## config.mk

```make
export PLATFORM = sky130hd
export DESIGN_NAME = cpu_flush_ctrl
export DESIGN_NICKNAME = d
export VERILOG_FILES = /design/src/rtl/cpu_flush_ctrl.sv
export SDC_FILE = /design/constraint.sdc
export NUM_CORES = 1
export LEC_CHECK = 0
export ABC_AREA = 1
export ABC_CLOCK_PERIOD_IN_PS = 2200
export CAP_MARGIN = 30
export CELL_PAD_IN_SITES_DETAIL_PLACEMENT = 2
export CELL_PAD_IN_SITES_GLOBAL_PLACEMENT = 2
export CORE_ASPECT_RATIO = 1.1
export CORE_MARGIN = 2
export CORE_UTILIZATION = 29
export CTS_CLUSTER_DIAMETER = 40
export DETAILED_ROUTE_END_ITERATION = 8
export GPL_TIMING_DRIVEN = 0
export PLACE_DENSITY = 0.87
export SLEW_MARGIN = 20
export SYNTH_ARGS = -nofsm -noshare
export SYNTH_HDL_FRONTEND = slang
export SYNTH_SLANG_ARGS = --single-unit
```

## constraint.sdc

```tcl
create_clock -name clk -period 2.2 [get_ports clk]
set_input_delay 0.44 -clock clk [delete_from_list [all_inputs] [get_ports clk]]
set_output_delay 0.44 -clock clk [all_outputs]
set_load 0.05 [all_outputs]
```

## src/rtl/cpu_flush_ctrl.sv

```systemverilog
// Flush/squash controller for the PIC10-compatible core: drives the fetch->execute
// NOP mux and PC hold, and sequences post-reset warm-up and SLEEP/wake.
module cpu_flush_ctrl #(
    parameter int RESET_NOPS = 2,
    parameter int CNT_W      = 16
) (
    input  logic             clk,
    input  logic             rst,
    input  logic [11:0]      inst_exec,
    input  logic             skip_cond,
    input  logic             pcl_write,
    input  logic             wake,
    output logic             nop_insert,
    output logic             pc_hold,
    output logic             sleeping,
    output logic [CNT_W-1:0] flush_cnt
);

    typedef enum logic [1:0] {
        ST_WARMUP = 2'd0,
        ST_RUN    = 2'd1,
        ST_SLEEP  = 2'd2,
        ST_WAKE   = 2'd3
    } state_t;

    localparam logic [3:0]       WARM_LOAD = 4'(RESET_NOPS);
    localparam logic [CNT_W-1:0] CNT_MAX   = {CNT_W{1'b1}};

    state_t     state_r;
    state_t     state_nxt_s;
    logic [3:0] warm_cnt_r;
    logic [3:0] warm_cnt_nxt_s;
    logic       ctl_s;
    logic       skip_s;
    logic       slp_s;
    logic       flush_inc_s;

    // Baseline opcode decode of the word currently in execute.
    always_comb begin
        ctl_s  = (inst_exec[11:9] == 3'b101) | (inst_exec[11:8] == 4'b1001)
               | (inst_exec[11:8] == 4'b1000) | pcl_write;
        skip_s = ((inst_exec[11:8] == 4'b0110) | (inst_exec[11:8] == 4'b0111)
               | (inst_exec[11:6] == 6'b001011) | (inst_exec[11:6] == 6'b001111))
               & skip_cond;
        slp_s  = (inst_exec == 12'h003);
    end

    // Next-state and Mealy output logic.
    always_comb begin
        state_nxt_s    = state_r;
        warm_cnt_nxt_s = WARM_LOAD;
        nop_insert     = 1'b0;
        pc_hold        = 1'b0;
        sleeping       = 1'b0;
        flush_inc_s    = 1'b0;
        case (state_r)
            ST_WARMUP: begin
                nop_insert = 1'b1;
                if (warm_cnt_r <= 4'd1) begin
                    state_nxt_s    = ST_RUN;
                    warm_cnt_nxt_s = WARM_LOAD;
                end else begin
                    warm_cnt_nxt_s = warm_cnt_r - 4'd1;
                end
            end
            ST_RUN: begin
                if (slp_s) begin
                    nop_insert  = 1'b1;
                    pc_hold     = 1'b1;
                    state_nxt_s = ST_SLEEP;
                end else if (ctl_s | skip_s) begin
                    nop_insert  = 1'b1;
                    flush_inc_s = 1'b1;
                end else begin
                    nop_insert  = 1'b0;
                end
            end
            ST_SLEEP: begin
                nop_insert = 1'b1;
                pc_hold    = 1'b1;
                sleeping   = 1'b1;
                if (wake) begin
                    state_nxt_s = ST_WAKE;
                end else begin
                    state_nxt_s = ST_SLEEP;
                end
            end
            ST_WAKE: begin
                nop_insert  = 1'b1;
                state_nxt_s = ST_RUN;
            end
            default: begin
                nop_insert  = 1'b1;
                state_nxt_s = ST_WARMUP;
            end
        endcase
    end

    // State and warm-up counter registers.
    always_ff @(posedge clk or posedge rst) begin
        if (rst) begin
            state_r    <= ST_WARMUP;
            warm_cnt_r <= WARM_LOAD;
        end else begin
            state_r    <= state_nxt_s;
            warm_cnt_r <= warm_cnt_nxt_s;
        end
    end

    // Saturating squash statistics counter; holds at all-ones.
    always_ff @(posedge clk or posedge rst) begin
        if (rst) begin
            flush_cnt <= '0;
        end else if (flush_inc_s && (flush_cnt != CNT_MAX)) begin
            flush_cnt <= flush_cnt + CNT_W'(1);
        end else begin
            flush_cnt <= flush_cnt;
        end
    end

endmodule

```

Word-level counts from Yosys, hierarchy flattened

Index checks and enable logic that the tools add are counted.
W data, S select, Z words.

Output and inout port bits: 19
Flip-flop bits (word level): 22
Logic and storage cells: 46
Input bits: 17

Equality and inequality tests: 14
Bitwise operators: 8
$add $sub $neg: 2
Muxes and demuxes: 14
Reductions and logical operators: 4
Magnitude comparators: 1

Operators by type and width:

| kind                    | count |
|---|---|
| $add A16 B1 Y16 const B | 1 |
| $ne A16 B16 Y1 const B  | 1 |
| $eq A12 B2 Y1 const B   | 1 |
| $eq A6 B4 Y1 const B    | 2 |
| $eq A4 B3 Y1 const B    | 2 |
| $eq A4 B4 Y1 const B    | 2 |
| $mux W4                 | 2 |
| $pmux W2 S4             | 1 |
| $mux W1                 | 7 |
| $or A1 B1 Y1            | 7 |
| $eq A2 B2 Y1 const B    | 2 |
| $le A4 B1 Y1 const B    | 1 |
| $mux W2                 | 2 |
| $ne A2 B2 Y1 const B    | 2 |
| $pmux W1 S2             | 2 |
| $sub A4 B1 Y4 const B   | 1 |
| $eq A3 B3 Y1 const B    | 1 |
| $reduce_or A3 Y1        | 1 |
| $eq A2 B1 Y1 const B    | 1 |
| $logic_not A2 Y1        | 1 |
| $reduce_and A2 Y1       | 1 |
| $and A1 B1 Y1           | 1 |
| $logic_and A1 B1 Y1     | 1 |

Logic depth before layout (Yosys ltp)

Gate-level depths: netlist (run 1).

Depth after elaboration: 10
Mapped depth: 10
Depth with buffers taken out: 10

Worst setup path before layout (run 1)

Ideal clock, no wire load.

Kind: register -> output
Start point: register state_r[0]
End point: output port pc_hold
Data required time: 1.760 ns
Cell stages (with the launch flop): 5
Arrival time: 2.187 ns
Buffers on the path: 0
Path slack: -0.427 ns
Cells stage by stage: dfrtp_1 -> inv_1 -> ha_1 -> nor2_1 -> nor3_1

Word-level cells in the longest chain between the ends: 2
Elaborated cells on any way between the ends: 3
Those cells by class: eq/ne: 2; mux: 1

Ends and longest elaborated chain:

| what                                                | line | source |
|---|---|---|
| from (decl)                                         | 29   | `state_t state_r;` |
| from (signal assigned)                              | 105  | `state_r <= state_nxt_s;` |
| $eq A2 B2 Y1 / $eq A2 B1 Y1 (equally long branches) | 56   | `case (state_r)` |
| $pmux W1 S2 *                                       | 56   |  |
| to (decl)                                           | 14   | `output logic pc_hold,` |

Mark *: on every way between the ends. The rest lies on a longest branch, timed or not.

Worst setup path after layout (run 1)

Start point: input port inst_exec[7]
End point: output port pc_hold

Word-level cells in the longest chain between the ends: 3

Ends and longest elaborated chain:

| what          | line | source |
|---|---|---|
| from (decl)   | 9    | `input logic [11:0] inst_exec,` |
| $eq A12 B2 Y1 | 45   | `slp_s = (inst_exec == 12'h003);` |
| $mux W1       | 67   | `if (slp_s) begin` |
| $pmux W1 S2   | 56   |  |

No other way between the ends.

==> flow_metrics.tcl, run 1 <==
set metrics [dict create \
    die_height_microns 80.4 \
    design_area_sq_um 2030 \
    cp-start-kind "primary input" \
    die_x_microns 73.4 \
    syn_area_sq_um 1540 \
    relSlewSlack_pct 65.2 \
    status "completed" \
    seq_area_sq_um 552 \
    area_delta_synth_final_pct 32.3 \
    placed_area_sq_um 1970 \
    crit_slowest_cell "clkdlybuf4s50_1" \
    grt_antenna_before_repair 0 \
    fillers 613 \
    vias_per_cell 5.00 \
    avgSynthCellArea_sq_um 7.12 \
    setup_viol 0 \
    finalPower_mw 1.78 \
    drt_wl_total_microns 4630 \
    worstPathRequired_ns 1.76 \
    fin_crit_ns 2.15 \
    p_sw_mw 0.847 \
    num-nets-final 281 \
    placementRows 27 \
    synth_cell_types 28 \
    r2r.worst_path.cells 10 \
    wl_per_cell_microns 14.7 \
    drc 0 \
    synth_top_area_share_pct 34.2 \
    coreArea_sq_um 5070 \
    path_class "in -> out" \
    grt_pass1_vias 1698 \
    synth_area_leaders "dfrtp_1 34%, nand2_1 20%, nor2_1 6.1%" \
    fin_ws_ns 0.0504 \
    first_iter_violations 48 \
    start_util_pct 30.3 \
    critPathTopFamily "buffers and inverters" \
    clk_latency_ns 0.26 \
    ant_nets 0 \
    fmax_ghz 0.465 \
    max_stage_delay_ns 0.42 \
    cp_cell_sequence "clkdlybuf4s50_1 -> nor2_1 -> nand2_1 -> nor2_2 -> a21oi_1 -> nor3_4 -> buf_6" \
    grt_use_total_pct 17.5 \
    cts_inserted_buffers 3 \
    seqPwrFrac_pct 32.3 \
    period_share_pct 97.7 \
    timing.critical_path.buf_inv 2 \
    combPwrFrac_pct 52.7 \
    cts_root_buf "clkbuf_8" \
    critical_path.reg2reg.startpoint "flush_cnt[0]" \
    postCtsHoldBufs 0 \
    p_clk_share_pct 14.9 \
    drt_first_pass_iters 4 \
    fin_util_pct 40.1 \
    synth_nets 240 \
    vias 1569 \
    path_clk_slew_ns 0.09 \
    diodes 0 \
    grt-ovfl-total 0 \
    dp_slack_ns -0.591 \
    vdd_drop_max_mv 0.455 \
    drv_slew 0 \
    cp_max_fo 3 \
    ys_seq_area_share_pct 35.9 \
    grt_max_degree 23 \
    p_per_area_nw_per_um2 874 \
    synth_seq_cells 22 \
    r2r_end "flush_cnt[2]" \
    io_pins 36 \
    ys_warn_count 0 \
    drv_cap 0 \
    yosys.area.top_type "dfrtp_1" \
    reg2reg_slack_ns 0.45 \
    drive_above_1_share_pct 9.38 \
    dp_hpwl_microns 3680 \
    arrival_ns 1.71 \
    port_buffers 35 \
    p_int_mw 0.930 \
    end_kind "output pin" \
    grt_pass1_wl_microns 8020 \
    cts_buffer_depth 2 \
    multiInputGateArea_sq_um 900 \
    clock-sinks 22 \
    die_area_sq_um 5900 \
    finalHoldViolations 0 \
    cts_tree "built" \
    clock_skew_ns 0.00745 \
    worstHoldPathType "in -> async" \
    worst_pin_slew_ns 0.521 \
    synthCells 216 \
    sw_frac_of_total_pct 47.7 \
    leakage_nw 0.967 \
    ctsHtreeMaxLevel 1 \
    routabilityCongestion 0.759 \
]
-- per-layer routing --
metal	track usage, %	share of wire (%)	up-vias	wire length [microns]
met2	32.3	55	29	2520
met5	0	0	-	0
met4	5.45	1.2	0	55
met1	20.9	42	771	1950
li1	-	-	765	-
met3	1.76	2.2	4	100
-- kinds of logic (layout without fill, tap and decap cells) --
| kind of cell | Yosys count | count (layout) | synth area share (%) |
|---|---|---|---|
| buf+inv | 24 | 64 | 6.67 |
| compound gates | 10 | 10 | 3.50 |
| xor+xnor | 10 | 10 | 5.70 |
| simple gates | 143 | 143 | 42.6 |
| flops | 22 | 22 | 35.9 |
| fa+ha+maj | 7 | 7 | 5.70 |
-- cell usage in the layout (no fill, tap or decap), types with 5 or more instances in the layout --
cell             Yosys  routed
ha_1                 7       7
xnor2_1              6       6
clkdlybuf4s50_1      0      32
nor2_1              25      24
o21ai_0              5       5
inv_1               19      19
nand2_1             81      80
nand4_1             11      11
dfrtp_1             21      21
nand3_1              9       9
-- how the worst max path moves through the flow --
stage | from | end | cells after the start
after global placement | inst_exec[7] | nop_insert | 7
after CTS | inst_exec[7] | nop_insert | 7
after detailed placement | inst_exec[7] | nop_insert | 7
final | inst_exec[7] | pc_hold | 7
after global routing | inst_exec[7] | pc_hold | 7
after floorplan | state_r[0] | pc_hold | 4
-- metrics by stage --
step	hold slack, ns	std cells	setup TNS (ns)
after floorplan	0.428	216	0
after global placement	0.452	309	-1.15
after detailed placement	0.497	309	-1.17
after CTS	0.508	313	0
after global routing	0.523	314	-0.0454
final	0.499	314	0
-- repair_timing --
action	4_1_cts	5_1_grt
endpoints found under the setup margin	3	2
cloned	0	0
buffers inserted	0	0
endpoints found under the hold margin	0	0
pin swaps	0	0
gates resized for setup	13	3
-- state kept, by name (all words and copies together), names as in the netlist --
| name | count |
|---|---|
| flush_cnt | 16 |
| warm_cnt_r | 4 |
| state_r | 2 |
-- cell type report --
type	count	share of cell area, %
plain buffers	3	1.17
flip-flops and latches	22	27.1
inverters	21	3.87
multi-input cells	170	44.2
clock buffers	4	2.21
repair buffers	36	17.8
well taps	58	3.57
-- power by group through the flow --
stage	sequential [mW]	clock [mW]	combinational, mW
after floorplan	0.689	0	0.530
final	0.574	0.266	0.938
after detailed placement	0.583	0	0.955
after global placement	0.577	0	0.899
after CTS	0.575	0.273	0.949
after global routing	0.590	0.288	1.04
-- worst reg2reg max path: cells and delay by family, from the launching register on --
| kind | cells | cell delay (ns) |
|---|---|---|
| flip-flops | 1 | 0.44 |
| adder cells (fa/ha/maj) | 1 | 0.28 |
| AND/OR/NAND/NOR | 6 | 0.61 |
| buffers and inverters | 3 | 0.32 |
-- synthesized netlist by cell type --
master and n:
clkinv_1 1, dfrtp_1 21, nand2_1 81, buf_4 1, nand4_4 1, o21ai_0 5, nor2_4 2, buf_2 1
inv_2 1, a21oi_1 4, buf_6 1, nor2_1 25, nand3_2 1, xor2_1 4, xnor2_1 6, ha_1 7
nor2_2 2, nand3_1 9, nand4_2 1, dfstp_2 1, nand3b_1 3, inv_1 19, a21oi_2 1, nor3_1 2
and3_1 1, nand2_2 2, and2_1 2, nand4_1 11
No activity file was read; power rests on OpenSTA's default activity.
==> inputs of run 2 (changes only) <==
--- a/config.mk
+++ b/config.mk
@@ -5,18 +5,18 @@
 export SDC_FILE = /design/constraint.sdc
 export NUM_CORES = 1
 export LEC_CHECK = 0
-export ABC_AREA = 1
 export ABC_CLOCK_PERIOD_IN_PS = 2200
-export CAP_MARGIN = 30
+export CAP_MARGIN = 40
 export CELL_PAD_IN_SITES_DETAIL_PLACEMENT = 2
 export CELL_PAD_IN_SITES_GLOBAL_PLACEMENT = 2
 export CORE_ASPECT_RATIO = 1.1
 export CORE_MARGIN = 2
-export CORE_UTILIZATION = 29
+export CORE_UTILIZATION = 30
 export CTS_CLUSTER_DIAMETER = 40
+export CTS_CLUSTER_SIZE = 24
 export DETAILED_ROUTE_END_ITERATION = 8
 export GPL_TIMING_DRIVEN = 0
-export PLACE_DENSITY = 0.87
+export PLACE_DENSITY = 0.85
 export SLEW_MARGIN = 20
 export SYNTH_ARGS = -nofsm -noshare
 export SYNTH_HDL_FRONTEND = slang
==> flow_metrics.tcl, run 2 <==
set metrics [dict create \
    ys_seq_area_share_pct 45.8 \
    grt_use_total_pct 17.3 \
    final_common_cell "clkdlybuf4s50_1" \
    start_util_pct 30.8 \
    ant_nets 0 \
    drt_first_pass_iters 4 \
    wl_met3_microns 88 \
    end_kind "output pin" \
    clk_latency_ns 0.27 \
    syn_area_sq_um 1200 \
    yosys.area_share.simple_pct 21.6 \
    avgSynthCellArea_sq_um 10.6 \
    fin_ws_ns 0.0290 \
    drv_slew 0 \
    setup_viol 0 \
    worstHoldPathType "in -> async" \
    dp_hpwl_microns 2750 \
    routabilityCongestion 0.728 \
    max_stage_delay_ns 0.39 \
    path_class "in -> out" \
    grt-ovfl-total 0 \
    async_flop_share_pct 100 \
    relSlewSlack_pct 65.0 \
    wl_per_cell_microns 17.3 \
    arrival_ns 1.73 \
    io_pins 36 \
    reg_top3 "flush_cnt (16), warm_cnt_r (4), state_r (2)" \
    coreArea_sq_um 3900 \
    first_iter_violations 21 \
    finalHoldViolations 0 \
    num-nets-final 183 \
    synth_xor_area_share_pct 12.4 \
    die_x_microns 64.4 \
    postCtsHoldBufs 0 \
    clock-sinks 22 \
    port_buffers 35 \
    die_height_microns 70.4 \
    cp_cell_sequence "clkdlybuf4s50_1 -> and4bb_2 -> and3_4 -> a21oi_1 -> nor2b_2 -> buf_6" \
    drive_above_1_share_pct 17.1 \
    dp_slack_ns -0.941 \
    routed.top_layer "met4" \
    yosys.area.top_type "dfrtp_1" \
    cp-start-kind "primary input" \
    yosys_most_used_dff "dfrtp_1" \
    path_clk_slew_ns 0.08 \
    reg2reg_slack_ns 0.28 \
    drv_cap 0 \
    cp_max_fo 4 \
    cts_buffer_depth 2 \
    grt_pass1_wl_microns 6070 \
    cts_tree "built" \
    drt_wl_total_microns 3630 \
    die_area_sq_um 4540 \
    yosysMostFrequentCell "dfrtp_1" \
    grt_antenna_before_repair 0 \
    dr_wl_met2_microns 2110 \
    synth_edf_count 0 \
    finalPower_mw 1.82 \
    cts_inserted_buffers 3 \
    placementRows 24 \
    synth_top_family_by_area "simple AND/OR/NAND/NOR gates" \
    leakage_nw 0.834 \
    regMostFlops "flush_cnt" \
    worst_pin_slew_ns 0.524 \
    ys_top_cells_by_count "21 x dfrtp_1, 14 x xnor2_1, 9 x inv_1, 9 x nand3_1" \
    fin_crit_ns 2.17 \
    period_share_pct 98.7 \
    vias_per_cell 4.89 \
    synth_seq_cells 22 \
    synth.area.mux_share_pct 1.87 \
    synthCells 114 \
    met1_length_microns 1390 \
    design_area_sq_um 1790 \
    fin_util_pct 45.9 \
    grt_max_degree 19 \
    ctsHtreeMaxLevel 1 \
    final_cell_mix "25 x clkdlybuf4s50_1, 21 x dfrtp_1, 14 x xnor2_1, 9 x nand3_1, 9 x inv_1" \
    p_per_area_nw_per_um2 1010 \
    synth_area_leaders "dfrtp_1 44%, xnor2_1 10%, ha_1 7.3%" \
    synth_nets 138 \
    status "completed" \
    worstPathRequired_ns 1.76 \
    cts_root_buf "clkbuf_8" \
    vias 1026 \
    clock_skew_ns 0.00273 \
    crit_slowest_cell "clkdlybuf4s50_1" \
    synthAdderAreaFrac_pct 7.28 \
    largest_reg_flops 16 \
    drc 0 \
    vdd_drop_max_mv 0.587 \
    diodes 0 \
    synth-compound-area-share_pct 6.34 \
    fmax_ghz 0.461 \
    timing.hold.ws_ns 0.413 \
    grt_setup_unrepaired "yes" \
    grt_pass1_vias 1221 \
    placed_area_sq_um 1650 \
    synth_top_area_share_pct 43.7 \
    ys_warn_count 0 \
    area_delta_synth_final_pct 49.0 \
    synth_cell_types 29 \
]
==> run 2: cell types whose count changed after synthesis, moves of 3 or more <==
cell | before | now
o21ai_0 | 5 | 2
nor2_1 | 25 | 6
and3_1 | 1 | 4
nand2_1 | 81 | 7
nand3b_1 | 3 | 0
nand4_1 | 11 | 6
inv_1 | 19 | 9
xnor2_1 | 6 | 14
==> run 2: where the power goes <==
group | total, mW | switching (mW) | leakage (nW) | internal [mW]
clock network | 0.299 | 0.139 | 0.0288 | 0.160
registers | 0.602 | 0.106 | 0.288 | 0.497
logic | 0.917 | 0.556 | 0.517 | 0.361
total | 1.82 | 0.801 | 0.834 | 1.02
==> run 2: final timing paths <==
path                                    start       endpoint  depth (start not counted)
worst max register to register   flush_cnt[3]   flush_cnt[1]                          5
max in group asynchronous                 rst  warm_cnt_r[1]                          3
worst max-delay path             inst_exec[4]        pc_hold                          6
worst min-delay path                      rst  flush_cnt[14]                          2
worst min register to register  flush_cnt[14]  flush_cnt[14]                          1
min in group clk                flush_cnt[14]  flush_cnt[14]                          1
==> run 2: area by class of cell <==
class	instances	area (sq um)
Fill cell	420	2110
Buffer	3	22.5
Clock buffer	4	55.1
Multi-Input combinational cell	80	638
Inverter	9	33.8
Tap cell	52	65.1
Timing Repair Buffer	40	427
Sequential cell	22	552
==> run 2: layer usage <==
metal	vias up	track usage (%)
met5	-	0
met4	0	4.26
met3	3	2.09
met2	17	34.7
met1	527	18.6
li1	479	-
==> run 2: worst max-delay path, delay by kind of cell <==
| kind | cells | cell delay [ns] |
|---|---|---|
| simple gates | 3 | 0.65 |
| buf+inv | 2 | 0.55 |
| compound gates | 1 | 0.08 |
==> run 2: through the flow <==
stage,setup TNS [ns],instances
after floorplan,0,114
after global placement,-6.29,201
after detailed placement,-7.53,202
after CTS,-0.118,208
after global routing,-0.0377,210
final,0,210
==> run 2: repair_timing <==
item | 4_1_cts | 5_1_grt
resized for setup | 18 | 11
setup buffers | 2 | 2
setup endpoints to repair | 18 | 3
pin swaps | 2 | 4
==> run 2: logic make-up (layout without fill, tap and decap cells) <==
group                    Yosys count  in the layout
adder cells (fa/ha/maj)            7              7
XOR/XNOR                          17             17
buffers and inverters             12             56
AND/OR/NAND/NOR                   45             45
AO/OA/AOI/OAI                      9              9
flip-flops                        22             22
multiplexers                       2              2
==> inputs of run 3 (changes only) <==
--- a/config.mk
+++ b/config.mk
@@ -17,6 +17,7 @@
 export DETAILED_ROUTE_END_ITERATION = 8
 export GPL_TIMING_DRIVEN = 0
 export PLACE_DENSITY = 0.85
+export RECOVER_POWER = 25
 export SLEW_MARGIN = 20
 export SYNTH_ARGS = -nofsm -noshare
 export SYNTH_HDL_FRONTEND = slang
==> flow_metrics.tcl, run 3 (synthesized netlist as in run 2, its figures left out) <==
set metrics [dict create \
    status "completed" \
    final_cells 210 \
    critical_path.reg2reg.startpoint "flush_cnt[3]" \
    first_iter_violations 21 \
    p_sw_mw 0.800 \
    r2r_end "flush_cnt[1]" \
    reg2reg_slack_ns 0.28 \
    p_clk_share_pct 16.5 \
    worstPathRequired_ns 1.76 \
    cts_tree "built" \
    finalHoldViolations 0 \
    area_delta_synth_final_pct 47.0 \
    port_buffers 35 \
    postCtsHoldBufs 0 \
    routabilityCongestion 0.728 \
    final_cell_mix "24 x clkdlybuf4s50_1, 21 x dfrtp_1, 14 x xnor2_1, 9 x nand3_1, 9 x inv_1" \
    drt_wl_total_microns 3620 \
    die_x_microns 64.4 \
    grt_pass1_wl_microns 6070 \
    die_area_sq_um 4540 \
    drive_above_1_share_pct 16.5 \
    clock-sinks 22 \
    fin_util_pct 45.3 \
    vias_per_cell 4.89 \
    cts_buffer_depth 2 \
    diodes 0 \
    grt_antenna_before_repair 0 \
    grt-ovfl-total 0 \
    design_area_sq_um 1770 \
    fmax_ghz 0.461 \
    end_kind "output pin" \
    relSlewSlack_pct 31.9 \
    final_common_cell "clkdlybuf4s50_1" \
    path_class "in -> out" \
    vias 1026 \
    wl_per_cell_microns 17.3 \
    sw_frac_of_total_pct 44.1 \
    drt_first_pass_iters 4 \
    coreArea_sq_um 3900 \
    largest_reg_flops 16 \
    vdd_drop_max_mv 0.587 \
    grt_setup_unrepaired "yes" \
    setup_viol 0 \
    grt_max_degree 19 \
    regMostFlops "flush_cnt" \
    ctsHtreeMaxLevel 1 \
    arrival_ns 1.73 \
    dpl.cell_count 202 \
    worst_pin_slew_ns 1.02 \
    dp_hpwl_microns 2750 \
    cp-start-kind "primary input" \
    clk_latency_ns 0.27 \
    worstHoldPathType "in -> async" \
    placementRows 24 \
    leakage_nw 0.823 \
    drc 0 \
    path_clk_slew_ns 0.08 \
    grt_pass1_vias 1221 \
    p_int_mw 1.01 \
    combPwrFrac_pct 50.3 \
    seqPwrFrac_pct 33.2 \
    cts_root_buf "clkbuf_8" \
    num-nets-final 183 \
    clock_skew_ns 0.00277 \
    ant_nets 0 \
    r2r.worst_path.cells 5 \
    period_share_pct 98.7 \
    p_per_area_nw_per_um2 1020 \
    drv_slew 0 \
    die_height_microns 70.4 \
    grt_use_total_pct 17.3 \
    start_util_pct 30.8 \
    drv_cap 0 \
    cp_max_fo 4 \
    io_pins 36 \
    reg_top3 "flush_cnt (16), warm_cnt_r (4), state_r (2)" \
    fin_crit_ns 2.17 \
    timing.hold.ws_ns 0.506 \
    placed_area_sq_um 1650 \
    cts_inserted_buffers 3 \
]
## run 3: repair_timing
action	4_1_cts	5_1_grt
resized for setup	18	11
setup endpoints to repair	18	3
pin swaps	2	4
endpoints found under the hold margin	0	0
buffers inserted	2	2
## run 3: worst max path at each step
| stage | start | to | slack [ns] | cells after the start |
|---|---|---|---|---|
| after floorplan | flush_cnt[6] | flush_cnt[8] | 0.07 | 6 |
| after global placement | inst_exec[6] | pc_hold | -0.84 | 6 |
| after detailed placement | inst_exec[6] | pc_hold | -0.94 | 6 |
| after CTS | inst_exec[8] | pc_hold | -0.12 | 6 |
| after global routing | inst_exec[4] | pc_hold | -0.04 | 6 |
| final | inst_exec[4] | pc_hold | 0.03 | 6 |
## run 3: routing by layer
layer	up-vias	track usage, %	wire length (microns)
li1	479	-	-
met1	527	18.6	1390
met2	17	34.7	2110
met3	3	2.09	88
met4	0	4.26	30
met5	-	0	0
## run 3: final cells by class
type	count	area, sq um
plain buffers	3	22.5
well taps	52	65.1
repair buffers	40	403
flip-flops and latches	22	552
inverters	9	33.8
fillers	424	2130
clock buffers	4	55.1
multi-input cells	80	638
## run 3: power by group through the flow
stage / Combinational (mW) / Clock, mW / Sequential, mW
6_report: 0.911 / 0.299 / 0.602
4_1_cts: 0.911 / 0.311 / 0.601
2_1_floorplan: 0.430 / 0 / 0.750
3_3_place_gp: 0.834 / 0 / 0.594
3_5_place_dp: 0.893 / 0 / 0.608
5_1_grt: 0.987 / 0.328 / 0.621
## run 3: metrics by stage
step                      setup TNS, ns  worst slack [ns]  total power [mW]
after floorplan                       0            0.0748              1.18
after global placement            -6.29            -0.842              1.43
after detailed placement          -7.53            -0.941              1.50
after CTS                        -0.118            -0.118              1.82
after global routing            -0.0377           -0.0377              1.94
final                                 0            0.0290              1.81
## run 3: worst max-delay path, stage by stage
cell	delay, ns
clkdlybuf4s50_1	0.39
and4bb_2	0.31
and3_4	0.22
a21oi_1	0.08
nor2b_2	0.12
buf_6	0.16
